$ cat src/rtl/hsv_convert_ctrl.sv
// RGB to 8-bit HSV sequencer built around one shared 16/8 restoring divider.
// Latency: 33 edges from acceptance to o_valid (2 edges when max == min).
// Backpressure: one pixel in flight; o_in_ready only in IDLE, result held in OUT until i_ready.
module hsv_convert_ctrl #(
  parameter logic [7:0] HUE_SCALE  = 8'd43,
  parameter logic [7:0] HUE_BASE_G = 8'd85,
  parameter logic [7:0] HUE_BASE_B = 8'd171
) (
  input  logic       i_clk,
  input  logic       i_rst_n,
  input  logic       i_valid,
  output logic       o_in_ready,
  input  logic [7:0] i_R,
  input  logic [7:0] i_G,
  input  logic [7:0] i_B,
  output logic       o_valid,
  input  logic       i_ready,
  output logic [7:0] o_H,
  output logic [7:0] o_S,
  output logic [7:0] o_V,
  output logic       o_busy
);

  typedef enum logic [2:0] {
    IDLE  = 3'd0,
    CALC  = 3'd1,
    DIV_S = 3'd2,
    DIV_H = 3'd3,
    OUT   = 3'd4
  } state_t;

  state_t state_q, state_d;

  // Captured pixel
  logic [7:0] r_q, r_d, g_q, g_d, b_q, b_d;

  // Values carried from CALC into the hue division
  logic [7:0] delta_q, delta_d;
  logic [7:0] n_abs_q, n_abs_d;
  logic       n_neg_q, n_neg_d;
  logic [7:0] base_q, base_d;

  // Divider: partial remainder, dividend/quotient shift register, divisor, step count
  logic [7:0]  rem_q, rem_d;
  logic [15:0] dq_q, dq_d;
  logic [7:0]  dvs_q, dvs_d;
  logic [3:0]  cnt_q, cnt_d;

  // Result registers
  logic [7:0] h_q, h_d, s_q, s_d, v_q, v_d;
  logic       vld_q, vld_d;

  // CALC combinational results
  logic [7:0] max_c, min_c, delta_c, base_c, hue_a_c, hue_b_c, n_abs_c;
  logic       n_neg_c;

  // Divider step combinational results
  logic [8:0]  rem_sh_c;
  logic        ge_c;
  logic [7:0]  rem_nx_c;
  logic [15:0] q_nx_c;
  logic [15:0] hue_prod_c;

  // Extrema, delta and the signed hue numerator (as sign + magnitude) of the captured pixel
  always_comb begin
    max_c   = b_q;
    base_c  = HUE_BASE_B;
    hue_a_c = r_q;
    hue_b_c = g_q;
    if (r_q >= g_q && r_q >= b_q) begin
      max_c   = r_q;
      base_c  = 8'd0;
      hue_a_c = g_q;
      hue_b_c = b_q;
    end else if (g_q >= b_q) begin
      max_c   = g_q;
      base_c  = HUE_BASE_G;
      hue_a_c = b_q;
      hue_b_c = r_q;
    end
    min_c = r_q;
    if (g_q < min_c) min_c = g_q;
    if (b_q < min_c) min_c = b_q;
    delta_c = max_c - min_c;
    // n = a - b lies in -255..255; keep it as a sign bit and an 8-bit magnitude
    n_neg_c = (hue_a_c < hue_b_c);
    n_abs_c = n_neg_c ? (hue_b_c - hue_a_c) : (hue_a_c - hue_b_c);
  end

  // One restoring-division step: shift in the next dividend bit, subtract if it fits
  always_comb begin
    rem_sh_c   = {rem_q, dq_q[15]};
    ge_c       = (rem_sh_c >= {1'b0, dvs_q});
    rem_nx_c   = ge_c ? 8'(rem_sh_c - {1'b0, dvs_q}) : rem_sh_c[7:0];
    q_nx_c     = {dq_q[14:0], ge_c};
    hue_prod_c = 16'(n_abs_q) * 16'(HUE_SCALE);
  end

  // Next-state and datapath updates; every register holds unless its state acts on it
  always_comb begin
    state_d = state_q;
    r_d     = r_q;
    g_d     = g_q;
    b_d     = b_q;
    delta_d = delta_q;
    n_abs_d = n_abs_q;
    n_neg_d = n_neg_q;
    base_d  = base_q;
    rem_d   = rem_q;
    dq_d    = dq_q;
    dvs_d   = dvs_q;
    cnt_d   = cnt_q;
    h_d     = h_q;
    s_d     = s_q;
    v_d     = v_q;
    vld_d   = vld_q;
    case (state_q)
      IDLE: begin
        if (i_valid) begin
          r_d     = i_R;
          g_d     = i_G;
          b_d     = i_B;
          state_d = CALC;
        end
      end
      CALC: begin
        v_d = max_c;
        if (delta_c == 8'd0) begin
          h_d     = 8'd0;
          s_d     = 8'd0;
          state_d = OUT;
        end else begin
          dq_d    = {delta_c, 8'h00};
          rem_d   = 8'd0;
          dvs_d   = max_c;
          cnt_d   = 4'd0;
          delta_d = delta_c;
          n_abs_d = n_abs_c;
          n_neg_d = n_neg_c;
          base_d  = base_c;
          state_d = DIV_S;
        end
      end
      DIV_S: begin
        rem_d = rem_nx_c;
        dq_d  = q_nx_c;
        cnt_d = cnt_q + 4'd1;
        if (cnt_q == 4'd15) begin
          // Quotient reaches 256 when min == 0; clamp rather than wrap
          s_d     = (|q_nx_c[15:8]) ? 8'hFF : q_nx_c[7:0];
          dq_d    = hue_prod_c;
          rem_d   = 8'd0;
          dvs_d   = delta_q;
          cnt_d   = 4'd0;
          state_d = DIV_H;
        end
      end
      DIV_H: begin
        rem_d = rem_nx_c;
        dq_d  = q_nx_c;
        cnt_d = cnt_q + 4'd1;
        if (cnt_q == 4'd15) begin
          // |n| <= delta, so the quotient never exceeds HUE_SCALE and fits in 8 bits
          h_d     = n_neg_q ? (base_q - q_nx_c[7:0]) : (base_q + q_nx_c[7:0]);
          vld_d   = 1'b1;
          state_d = OUT;
        end
      end
      OUT: begin
        // The max == min shortcut raises valid one edge after entering OUT
        if (!vld_q) begin
          vld_d = 1'b1;
        end else if (i_ready) begin
          vld_d   = 1'b0;
          state_d = IDLE;
        end
      end
      default: begin
        vld_d   = 1'b0;
        state_d = IDLE;
      end
    endcase
  end

  // State register; reset discards any pixel in flight
  always_ff @(posedge i_clk or negedge i_rst_n) begin
    if (!i_rst_n) state_q <= IDLE;
    else          state_q <= state_d;
  end

  // Datapath, divider and result registers
  always_ff @(posedge i_clk or negedge i_rst_n) begin
    if (!i_rst_n) begin
      r_q     <= 8'd0;
      g_q     <= 8'd0;
      b_q     <= 8'd0;
      delta_q <= 8'd0;
      n_abs_q <= 8'd0;
      n_neg_q <= 1'b0;
      base_q  <= 8'd0;
      rem_q   <= 8'd0;
      dq_q    <= 16'd0;
      dvs_q   <= 8'd0;
      cnt_q   <= 4'd0;
      h_q     <= 8'd0;
      s_q     <= 8'd0;
      v_q     <= 8'd0;
      vld_q   <= 1'b0;
    end else begin
      r_q     <= r_d;
      g_q     <= g_d;
      b_q     <= b_d;
      delta_q <= delta_d;
      n_abs_q <= n_abs_d;
      n_neg_q <= n_neg_d;
      base_q  <= base_d;
      rem_q   <= rem_d;
      dq_q    <= dq_d;
      dvs_q   <= dvs_d;
      cnt_q   <= cnt_d;
      h_q     <= h_d;
      s_q     <= s_d;
      v_q     <= v_d;
      vld_q   <= vld_d;
    end
  end

  assign o_in_ready = (state_q == IDLE);
  assign o_busy     = (state_q != IDLE);
  assign o_valid    = vld_q;
  assign o_H        = h_q;
  assign o_S        = s_q;
  assign o_V        = v_q;

endmodule

$ cat config.mk
export PLATFORM = sky130hd
export DESIGN_NAME = hsv_convert_ctrl
export DESIGN_NICKNAME = d
export VERILOG_FILES = /design/src/rtl/hsv_convert_ctrl.sv
export SDC_FILE = /design/constraint.sdc
export NUM_CORES = 1
export LEC_CHECK = 0
export BUFFER_PORTS_ARGS = -buffer_cell sky130_fd_sc_hd__buf_2
export CAP_MARGIN = 25
export CORE_UTILIZATION = 45
export CTS_CLUSTER_SIZE = 24
export DETAILED_ROUTE_END_ITERATION = 16
export GPL_TIMING_DRIVEN = 0
export PLACE_DENSITY = 0.69
export SKIP_LAST_GASP = 1
export SLEW_MARGIN = 15
export SYNTH_ARGS = -nofsm -noshare
export SYNTH_HDL_FRONTEND = slang
export SYNTH_SLANG_ARGS = --single-unit
export TNS_END_PERCENT = 50
$ cat constraint.sdc
create_clock -name i_clk -period 6.35 [get_ports i_clk]
set_input_delay 0.635 -clock i_clk [delete_from_list [all_inputs] [get_ports i_clk]]
set_output_delay 0.635 -clock i_clk [all_outputs]
set_load 0.1 [all_outputs]
==> results of run 1 <==
path summary, 6_finish.rpt:
check / endpoint / slack, ps / cells after the start
min: rem_q[5] / 190 / 1
max in group asynchronous: r_q[6] / 5470 / 2
max reg2reg: dq_q[11] / 90 / 25
min reg2reg: o_V[0] / 480 / 2
min in group i_clk: r_q[1] / 470 / 3
max: dq_q[11] / 90 / 25
critical path: cells and delay by family (launching register included):
family,cells,cell delay [ps]
compound gates,11,2370
fa+ha+maj,3,970
mux,2,700
buf+inv,4,690
simple gates,4,560
flops,1,440
xor+xnor,1,370
through the flow:
| stage | instance area [um^2] | util, % |
|---|---|---|
| after floorplan | 8810 | - |
| after global placement | 9410 | 49.6 |
| after detailed placement | 9450 | 49.8 |
| after CTS | 9830 | 51.9 |
| after global routing | 9960 | 52.6 |
| final | 9960 | 52.6 |
layout make-up:
cell class                 instances  share of cell area [%]
multi-input combinational        730                    57.0
sequential                       108                    27.2
timing repair buffer              70                    4.31
inverter                          96                    3.62
tap                              260                    3.27
clock buffer                       9                    2.26
buffer                            35                    1.61
clock inverter                     7                   0.829
cell usage after synthesis, types with 11 or more instances:
cell      instances  area share, %
inv_1            95            4.0
a21oi_1          55            3.1
xnor2_1          17            1.7
a21o_1           35            3.0
nand2b_1         14           0.99
mux2i_1          31            3.5
a211oi_1         12            1.0
dfrtp_1         108             31
clkbuf_1         29            1.2
ha_1            107             15
nor2_1           89            3.8
nor2b_1          11           0.78
o21ai_0          72            4.1
nand2_1          75            3.2
o21a_1           11           0.94
fa_1             14            3.2
mux2_2           34            4.3
nand3_1          13           0.74
kinds of logic (layout without fill, tap and decap cells):
family | after synthesis | in the layout | share of synthesized area [%]
compound gates | 272 | 272 | 20.9
simple gates | 237 | 237 | 12.1
buf+inv | 132 | 217 | 5.91
fa+ha+maj | 121 | 121 | 18.4
flops | 108 | 108 | 30.7
mux | 73 | 73 | 8.93
xor+xnor | 27 | 27 | 3.18
state kept, by name (all words and copies together) (netlist names):
name and count:
cnt_q 4, o_H 8, delta_q 8, dvs_q 8, r_q 8, state_q 3, o_V 8, b_q 8
dq_q 16, g_q 8, n_neg_q 1, o_valid 1, o_S 8, base_q 3, rem_q 8, n_abs_q 8
cells in the final DEF (no fill, tap or decap), types with 13 or more instances in the layout:
cell type,instances
a21oi_1,53
mux2i_1,30
xnor2_1,16
fa_1,14
nand3_1,13
nand2b_1,14
clkbuf_1,27
ha_1,106
inv_1,95
o21ai_0,72
nor2_1,88
buf_2,55
mux2_2,34
dfrtp_1,106
buf_4,16
nand2_1,75
a21o_1,35
layer usage:
metal / vias to the layer above / GRT usage, % / part of all wire [%]
met1: 3536 / 29.2 / 46
li1: 3603 / - / -
met3: 42 / 3.13 / 3.4
met2: 174 / 38.7 / 48
met5: - / 0 / 0
met4: 0 / 7.92 / 2.8
timing repair:
item | CTS | global route
resized for setup | 10 | 11
buffers inserted | 4 | 11
endpoints found under the setup margin | 74 | 72
pin swaps | 2 | 4
==> results.md, run 1 <==
* Final Non-Filler Cells at about 1300
* Initial core utilization at 46.5%
* Critical path's slowest cell: dfrtp_1
* CTS sink cnt at between 100 and 150
* Ys flop type: dfrtp_1
* FF+latch area at approximately 2700 um^2
* Later-pin clock latency in the skew report at 360 ps
* H-Tree Depth at 3
* Number of synthesized flops with an enable pin at 0
* Fillers at approximately 1800
* Worst-margin pin slew at between 700 and 800 ps
* Cts bufs inserted at 9
* Total Neg Setup Slack at 0 ps
* Die width at between 100 and 150 um
* Post-synthesis net count at between 1000 and 1500
* Worst Clk Skew at 13.1 ps
* GRT Resource Usage Total at 22.6%
* Antenna violations before repair at 0
* Hold_buf cts at 0
* Placed cells at approximately 1300
* Place WS at -899 ps
* Synth Warn # at 0
* DRT antenna net count at 0
* Vias at approximately 7400
* Hold WS at about 190 ps
* Fin crit share at between 90% and 100%
* Setup-failing EPs final at 0
* Vias in the first global route at roughly 7200
* Drt total wl at about 22000 um
* R2r startpoint: r_q[3]
* Worst EP arrival at 6500 ps
* Status: complete, no violations
* Clock Tree Root: clkbuf_16
* ANT cells at 0
* I/O pin cnt at 55
* Average size of a mapped cell at around 9.1 um^2
* First-pass GRT wire length at 36000 um
* Clock slew at reported path FFs at around 80 ps
* Pin count of the biggest net entering global routing at 63
* Max_slew headroom at about 47%
* Port Buffers at 54
* Setup ws final at ~90 ps
* Iteration-0 DRC Markers at 425
* Post-synth ARST share at between 90% and 100%
* Die Y at around 140 um
* Share of layout cells above drive strength 1 at ~15%
* Slew Limit Fails at 0
* Fmax at 160 MHz
* Sequential area share after synthesis at a little under a third
* Setup Crit Path Kind: flop to flop
* CP Launch Point: r_q[3]
* #FFs+latches synth at approximately 110
* Area of the multi-input gates at 5670 um^2
* Total Die Area at slightly above 20000 um^2
* Hpwl dp at ~17000 um
* CTS max path bufs at 2
* Synth cell types at 70
* CTS tree: yes
* WL/cell at between 15 and 20 um
* Syn Inst Count at 970
* Slowest stage delay, CP at between 400 and 500 ps
* Nets at between 1000 and 1500
* Num rows at 50
* HP Class: input port to asynchronous set/reset pin
* Final GP Congestion at between 0.9 and 1
* DRC at 0
* Core Area at 19000 um^2
* Mapped Area at between 8000 and 9000 um^2
* Remaining Overflow, GRT at 0
* Crit Path Max Fanout at 10
* MaxCap Viol Count at 0
* Critical Path Source Type: flop
* Critical path endpoint category: flop
* Fin crit period at around 6300 ps
* Hold Vio Cnt, Final at 0
* Via/cell ratio at between 5 and 6
* Area Growth Syn to Fin at 13.1%
* WP data required at 6590 ps
* DR pass1 iterations at 5
Power of run 1 is not shown: default switching activity piles up to over one toggle a cycle in this logic, so the estimate is an artifact.
==> inputs of run 2 (changes only) <==
--- a/config.mk
+++ b/config.mk
@@ -7,11 +7,13 @@
 export LEC_CHECK = 0
 export BUFFER_PORTS_ARGS = -buffer_cell sky130_fd_sc_hd__buf_2
 export CAP_MARGIN = 25
+export CELL_PAD_IN_SITES_DETAIL_PLACEMENT = 1
+export CELL_PAD_IN_SITES_GLOBAL_PLACEMENT = 1
 export CORE_UTILIZATION = 45
 export CTS_CLUSTER_SIZE = 24
 export DETAILED_ROUTE_END_ITERATION = 16
 export GPL_TIMING_DRIVEN = 0
-export PLACE_DENSITY = 0.69
+export PLACE_DENSITY = 0.82
 export SKIP_LAST_GASP = 1
 export SLEW_MARGIN = 15
 export SYNTH_ARGS = -nofsm -noshare
==> constraint.sdc (replaced) <==
create_clock -name i_clk -period 6 [get_ports i_clk]
set_input_delay 0.6 -clock i_clk [delete_from_list [all_inputs] [get_ports i_clk]]
set_output_delay 0.6 -clock i_clk [all_outputs]
set_load 0.005 [all_outputs]
==> run 2 against run 1 <==
  * The run now ends with setup timing left
  * Fmax up 2.6%
  * Non-clock buffer count increased by 12
  * Clock-buffer cell count grew 1
  * Global-route usage rose by 5.1 points
  * Critical path depth grew 1
  * Largest cell class unchanged
  * Highest routed layer unchanged
==> results.md, run 2 (synthesis results as in run 1) <==
* Die width at 142 um (unchanged)
* R2r setup slk at -110 ps (-190 ps)
* Status: complete, but fails checks
* Clock Tree Root: clkbuf_16
* Clock slew at reported path FFs at 80 ps (about the same)
* Failing checks: setup timing
* Die Y at 142 um (unchanged)
* Worst R2R End: dq_q[13]
* R2r startpoint: r_q[4]
* Leading cell types in the layout, fill and taps excluded: ha_1, dfrtp_1, inv_1
* Max_slew headroom at 42.6% (-4.1 points)
* CP Launch Point: r_q[4]
* WP data required at 6250 ps (-340 ps)
* Num rows at 50 (unchanged)
* Remaining Overflow, GRT at 0 (unchanged)
* Core Area at 19000 um^2 (unchanged)
* Cts bufs inserted at 9 (unchanged)
* Critical path's slowest cell: a221oi_4
* Drt total wl at 28600 um (+31%)
* Nets at 1211 (+1.0%)
* DR pass1 iterations at 5 (unchanged)
* Hpwl dp at 19800 um (+18%)
* Vias at 7967 (+8.3%)
* Area Growth Syn to Fin at 16.0%
* Hold Vio Cnt, Final at 0 (unchanged)
* WL/cell at 21.5 um (+29%)
* Reg2reg path depth at 26 (+4.0%)
* FF+latch area at 2710 um^2 (+0.32%)
* Total Die Area at 20100 um^2 (unchanged)
* Setup-failing EPs final at 28 (+28)
* Initial core utilization at 46.5% (unchanged)
* I/O pin cnt at 55 (unchanged)
* Biggest register: dq_q
* Worst-margin pin slew at 852 ps (+60.3 ps)
* Commonest non-fill, non-tap cell in the layout: ha_1
* Via/cell ratio at 6.00 (+7.3%)
* Fillers at 2237 (+28%)
* Crit Path Max Fanout at 10 (unchanged)
* H-Tree Depth at 3 (unchanged)
* Worst Clk Skew at 14.5 ps (+1.43 ps)
* Pin count of the biggest net entering global routing at 72 (+14%)
* CTS sink cnt at 108 (unchanged)
* Area of the multi-input gates at 5820 um^2 (+2.6%)
* Iteration-0 DRC Markers at 455 (+7.1%)
* Crit-path leading delay family: compound AO/OA/AOI/OAI gates
* Later-pin clock latency in the skew report at 370 ps (about the same)
* ANT cells at 0 (unchanged)
* Fin crit share at 102% (+3.1 points)
* Crit path capture: dq_q[13]
* Fin crit period at 6110 ps (-156 ps)
* DRT antenna net count at 0 (unchanged)
* Port Buffers at 54 (unchanged)
* First-pass GRT wire length at 43700 um (+22%)
* Dpl cell area at 9450 um^2 (about the same)
* Critical Path Source Type: flop
* CTS max path bufs at 2 (unchanged)
* Max FFs per register at 16 (unchanged)
* Hold_buf cts at 0 (unchanged)
* Final Cell Area at 10200 um^2 (+2.6%)
* Vias in the first global route at 8370 (+16%)
* Slew Limit Fails at 0 (unchanged)
* DRC at 0 (unchanged)
* Crit. path cell count at 26 (+4.0%)
* Buf+Inv Stages, Crit Path at 5 (+1)
* CTS tree: yes
* Fin util at 53.9% (+1.3 points)
* MaxCap Viol Count at 0 (unchanged)
* Critical path endpoint category: flop
* HP Class: input port to asynchronous set/reset pin
* Total Neg Setup Slack at -1040 ps (-1040 ps)
* Worst EP arrival at 6360 ps (-140 ps)
* Antenna violations before repair at 0 (unchanged)
* Final GP Congestion at 0.883 (-4.2%)
* Setup ws final at -106 ps (-194 ps)
* Share of layout cells above drive strength 1 at 18.5% (+3.9 points)
* Setup Crit Path Kind: flop to flop
* Slowest stage delay, CP at 420 ps (-20 ps)
* Fmax at 164 MHz (+2.6%)
* GRT Resource Usage Total at 27.7% (+5.1 points)
-- run 2: final cells by class --
cell class                      instances  area share, %
Multi-Input combinational cell        730           57.0
Inverter                               96           3.55
Tap cell                              260           3.18
Sequential cell                       108           26.6
Buffer                                 33           1.54
Timing Repair Buffer                   84           5.27
Clock inverter                          6          0.563
Clock buffer                           10           2.34
-- run 2: stage by stage --
step / setup WS (ps) / std cells / hold slack (ps)
3_5_place_dp: -1350 / 1285 / 467
3_3_place_gp: -1160 / 1284 / 456
6_report: -106 / 1327 / 131
2_1_floorplan: 2.92 / 970 / 304
5_1_grt: -328 / 1327 / 156
4_1_cts: 1.23 / 1310 / 148
-- run 2: timing repair --
| item | in CTS | in global routing |
|---|---|---|
| gates resized for setup | 21 | 43 |
| setup buffers | 10 | 19 |
| pin swaps | 4 | 10 |
| endpoints found under the setup margin | 74 | 74 |
-- run 2: worst min path at each step --
stage | startpoint | endpoint | slack [ps] | cells after the start
final | i_rst_n | rem_q[4] | 130 | 1
after global routing | i_rst_n | rem_q[4] | 160 | 1
after CTS | i_rst_n | rem_q[4] | 150 | 1
after detailed placement | o_V[4] | o_V[4] | 470 | 2
after global placement | o_V[7] | o_V[7] | 460 | 1
after floorplan | i_rst_n | b_q[0] | 300 | 0
-- run 2: routing by layer --
metal / vias up / global-route usage (%) / wire length, um
met3: 87 / 3.87 / 1160
met5: - / 0 / 0
met4: 0 / 11.0 / 1110
met1: 4005 / 33.4 / 11700
li1: 3618 / - / -
met2: 257 / 49.8 / 14600
Power of run 2 is left out for the same reason.
